==> src/rtl/mul_tree_pipe.sv <==
// Pipelined AND-array multiplier with a registered balanced adder tree.
// Optional signed mode: define MUL_TREE_PIPE_SIGNED_EN to add the in_signed port.
module mul_tree_pipe #(
    parameter int WIDTH_A = 8,
    parameter int WIDTH_B = 8,
    parameter int TAG_W   = 4
) (
    input  logic                       clk,
    input  logic                       rst_n,
`ifdef MUL_TREE_PIPE_SIGNED_EN
    input  logic                       in_signed,
`endif
    input  logic                       in_valid,
    output logic                       in_ready,
    input  logic [WIDTH_A-1:0]         in_a,
    input  logic [WIDTH_B-1:0]         in_b,
    input  logic [TAG_W-1:0]           in_tag,
    output logic                       out_valid,
    input  logic                       out_ready,
    output logic [WIDTH_A+WIDTH_B-1:0] out_product,
    output logic [TAG_W-1:0]           out_tag
);

    localparam int LEVELS = $clog2(WIDTH_B);
    localparam int PW     = WIDTH_A + WIDTH_B;
    localparam int HALF   = WIDTH_B / 2;

    logic               en;
    logic [WIDTH_A-1:0] s0_a;
    logic [WIDTH_B-1:0] s0_b;
    logic               vld [0:LEVELS];
    logic [TAG_W-1:0]   tg  [0:LEVELS];
    logic [PW-1:0]      rows [WIDTH_B];
    logic [PW-1:0]      lvl  [1:LEVELS][HALF];
`ifdef MUL_TREE_PIPE_SIGNED_EN
    logic               s0_sgn;
`endif

    assign out_valid   = vld[LEVELS];
    assign out_tag     = tg[LEVELS];
    assign out_product = lvl[LEVELS][0];

    // A stalled output freezes the whole pipe, so no skid buffer is needed.
    assign en       = !(out_valid && !out_ready);
    assign in_ready = en;

    always_ff @(posedge clk or negedge rst_n) begin
        if (!rst_n) begin
            s0_a <= '0;
            s0_b <= '0;
`ifdef MUL_TREE_PIPE_SIGNED_EN
            s0_sgn <= 1'b0;
`endif
            for (int k = 0; k <= LEVELS; k++) begin
                vld[k] <= 1'b0;
                tg[k]  <= '0;
            end
        end else if (en) begin
            s0_a   <= in_a;
            s0_b   <= in_b;
            vld[0] <= in_valid;
            tg[0]  <= in_tag;
`ifdef MUL_TREE_PIPE_SIGNED_EN
            s0_sgn <= in_signed;
`endif
            for (int k = 1; k <= LEVELS; k++) begin
                vld[k] <= vld[k-1];
                tg[k]  <= tg[k-1];
            end
        end
    end

    always_comb begin
        logic [PW-1:0] ext;
        ext = {{WIDTH_B{1'b0}}, s0_a};
`ifdef MUL_TREE_PIPE_SIGNED_EN
        if (s0_sgn)
            ext = {{WIDTH_B{s0_a[WIDTH_A-1]}}, s0_a};
`endif
        for (int j = 0; j < WIDTH_B; j++) begin
            rows[j] = s0_b[j] ? (ext << j) : '0;
`ifdef MUL_TREE_PIPE_SIGNED_EN
            // The multiplier MSB carries weight -2^(WIDTH_B-1) in two's complement.
            if (s0_sgn && (j == WIDTH_B - 1))
                rows[j] = -rows[j];
`endif
        end
    end

    always_ff @(posedge clk or negedge rst_n) begin
        if (!rst_n) begin
            for (int k = 1; k <= LEVELS; k++)
                for (int i = 0; i < HALF; i++)
                    lvl[k][i] <= '0;
        end else if (en) begin
            for (int i = 0; i < HALF; i++)
                lvl[1][i] <= rows[2*i] + rows[2*i+1];
            for (int k = 2; k <= LEVELS; k++)
                for (int i = 0; i < (WIDTH_B >> k); i++)
                    lvl[k][i] <= lvl[k-1][2*i] + lvl[k-1][2*i+1];
        end
    end

endmodule

==> config.mk <==
export PLATFORM = sky130hd
export DESIGN_NAME = mul_tree_pipe
export DESIGN_NICKNAME = d
export VERILOG_FILES = /design/src/rtl/mul_tree_pipe.sv
export SDC_FILE = /design/constraint.sdc
export NUM_CORES = 1
export LEC_CHECK = 0
export BUFFER_PORTS_ARGS = -buffer_cell sky130_fd_sc_hd__buf_2
export CORE_MARGIN = 1.5
export CORE_UTILIZATION = 66
export DETAILED_ROUTE_END_ITERATION = 16
export PLACE_DENSITY = 0.83
export RECOVER_POWER = 50
export SLEW_MARGIN = 25
export SYNTH_ARGS = -nofsm -noshare
export SYNTH_HDL_FRONTEND = slang
export SYNTH_SLANG_ARGS = --single-unit
==> constraint.sdc <==
create_clock -name clk -period 4.32 [get_ports clk]
set_input_delay 0.864 -clock clk [delete_from_list [all_inputs] [get_ports clk]]
set_output_delay 0.864 -clock clk [all_outputs]
set_load 0.01 [all_outputs]
==> impl_results.md <==
* Outcome: complete, but fails checks
* Failing checks: capacitance limit, slew limit
* Crit-path max cell delay at 450 ps
* Diodes inserted at 0
* Sequential area share after synthesis at 0.417
* Drt wl/cell at 15.7 um
* Worst slew margin at -0.303
* Most frequent CP cell: buf_2
* Syn_nets at 886
* RSZ-0062 raised after global routing: no
* Final design utilization at 0.755
* Share of cells above drive strength 1 at 0.108
* Main synth FF type: dfrtp_1
* Post-CTS setup buffers at 0
* Yosys Warn Count at 0
* DPL Wire Length at 9890 um
* CP endpoint kind: primary output
* Clock buffer depth at 2
* Drc violations at 0
* Hold crit path type: input pin to async pin
* P&R area growth vs syn at 11.0%
* CTS resizes at 0
* Achievable Freq at 356 MHz
* Root Buffer: clkbuf_8
* Io pins at 46
* Final Cycle Share at 0.650
* Commonest non-fill, non-tap cell in the layout: nand2_1
* Via-to-Cell Ratio at 5.81
* Final #Nets at 906
* TritonCTS clock tree: done
* Core Box Area at slightly above 0.01 mm2
* Hold WS at 390 ps
* Hold-fix buffers at CTS at 0
* TNS Setup at 0 ps
* Wirelength, routed at 15,300 um
* Post-layout min period at 2810 ps
* WP data required at 3460 ps
* Commonest non-fill, non-tap cells in the layout: nand2_1, dfrtp_1, ha_1, and2_1, a21oi_1
* Overall Global Routing Usage at 0.292
* Switch share at 0.405
* R2r setup slk at slightly below 2000 ps
* GP Congestion at 0.846
* Antenna violations before repair at 0
* Leak at 0.00391 uW
* NetSw at 2480 uW
* Post-synth EDFFs at 0
* Clk_lat worst skew at 530 ps
* Critical path class: input pin to primary output
* Final Slew Violations at 37
* Final antenna-violating net count at 0
* Critical-path cell list: buf_2 -> nor2b_1 -> clkinv_2 -> buf_2
* Worst-Margin Slew at roughly 2000 ps
* Reg power frac at 0.318
* Yosys cell types at 44
* Clock transition at the registers of the reported paths at 60 ps
* Worst clock skew at 7.26 ps
* Combinational power share at 0.438
* Fraction of registers with async set/reset at 1.00
* Via count at 5,642
* Site row count at 37
* Fin worst setup slack at approximately 1500 ps
* Setup Viol. Count Final at 0
* Syn avg cell area at 8.75 um2
* CTS Buf Count at 17
* Worst vdd ir at around 350 uV
* Clock power frac at 0.244
* Die area at 0.0113 mm2
* Dpl ws at roughly 1700 ps
* Grt ovf at 0
* Clk sink count at approximately 120
* Reg2reg path depth at 9
* CP Max Fanout at 39
* Pwr Density at 786 mW/mm2
* Post-Place Cells at around 940
* Cells after Synth at 802
* Die Ht at 106 um
* Final cell count without fillers at 971
* Final Hold Fails at 0
* WP data arrival at 1950 ps
* First-pass DRT Iterations at 6
* Initial Util at 0.680
* R2r startpoint: s0_a[1]
* H-tree depth reported by CTS at 4
* Largest net degree at the start of global routing at between 80 and 90
* Synth Register Bits at about 120
* Critical R2R Capture: lvl[169]
* Critical path startpoint category: input pin
* Mapped Area at 0.00702 mm2
* Die width at 106 um
* Initial DRC count at 385
* PortBufs at 45
* Slowest cell on crit path: clkinv_2
* First-pass GRT wire length at between 20,000 and 30,000 um
* Internal at ~3600 uW
* Max cap viols at 1
* Vias in the first global route at 5,585
## state kept, by name, summed over array words and instances (netlist names)
signal and flops:
out_product 16, vld 3, s0_b 8, out_tag 4, s0_a 8, lvl 65
out_valid 1, tg 12
## power by group through the flow
stage	logic (uW)	registers (uW)	clock network (uW)
after floorplan	2200	1820	0
after global placement	2470	1920	0
after detailed placement	2580	1950	0
after CTS	2690	1950	1500
after global routing	3020	2000	1550
final	2680	1950	1490
## critical path: cells and delay by family
kind | cells | cell delay [ps]
and+or+nand+nor | 1 | 200
buffers and inverters | 3 | 850
## worst max-delay path by stage
| stage | to | depth (start not counted) | start | slack, ps |
|---|---|---|---|---|
| after floorplan | in_ready | 5 | out_ready | 1890 |
| after global placement | in_ready | 4 | out_ready | 1650 |
| after detailed placement | in_ready | 4 | out_ready | 1650 |
| after CTS | in_ready | 4 | out_ready | 1640 |
| after global routing | lvl[114] | 2 | rst_n | 1150 |
| final | in_ready | 4 | out_ready | 1510 |
## cells in the mapped netlist, types with 3 or more instances
cell type	number	share of area
nand2_1	212	0.11
dfrtp_1	117	0.42
and2_1	53	0.047
ha_1	53	0.094
a21oi_1	52	0.037
nor2_1	46	0.025
o21ai_0	38	0.027
xor2_1	22	0.027
buf_4	20	0.021
inv_1	19	0.010
buf_2	16	0.011
a211oi_1	15	0.016
a21o_1	15	0.016
xnor2_1	14	0.017
clkbuf_1	13	0.0070
nand2b_1	10	0.0089
o31ai_1	10	0.011
o211ai_1	8	0.0086
fa_1	7	0.020
o21a_1	7	0.0075
o21ai_1	6	0.0043
a31oi_1	5	0.0045
nand3_1	5	0.0036
nor2b_1	5	0.0045
o21ai_2	3	0.0037
o31a_1	3	0.0037
## area by class of cell
cell class	count	area, um2
Multi-Input combinational cell	616	3730
Fill cell	708	2530
Tap cell	136	170
Clock buffer	18	428
Clock inverter	14	201
Sequential cell	117	2930
Timing Repair Buffer	50	258
Inverter	20	76.3
## through the flow
| step | total power (uW) | instance area [um2] |
|---|---|---|
| finish | 6120 | 7790 |
| detailed placement | 4530 | 7180 |
| floorplan | 4020 | 7020 |
| CTS | 6130 | 7810 |
| global route | 6570 | 7790 |
| global placement | 4390 | 7180 |
## per-layer routing
layer / track usage / up-vias / routed length (um)
li1: - / 2731 / -
met1: 0.352 / 2694 / 6490
met2: 0.501 / 181 / 7680
met3: 0.0662 / 36 / 709
met4: 0.129 / 0 / 400
met5: 0 / - / 0
## logic make-up (layout without fill, tap and decap cells)
family / Yosys count / in the layout / share of synthesized area
XOR/XNOR: 36 / 36 / 0.0449
adder cells (fa/ha/maj): 60 / 60 / 0.114
AND/OR/NAND/NOR: 342 / 342 / 0.213
buffers and inverters: 69 / 102 / 0.0505
flip-flops: 117 / 117 / 0.417
AO/OA/AOI/OAI: 178 / 178 / 0.160
No activity file was read; power rests on OpenSTA's default activity.
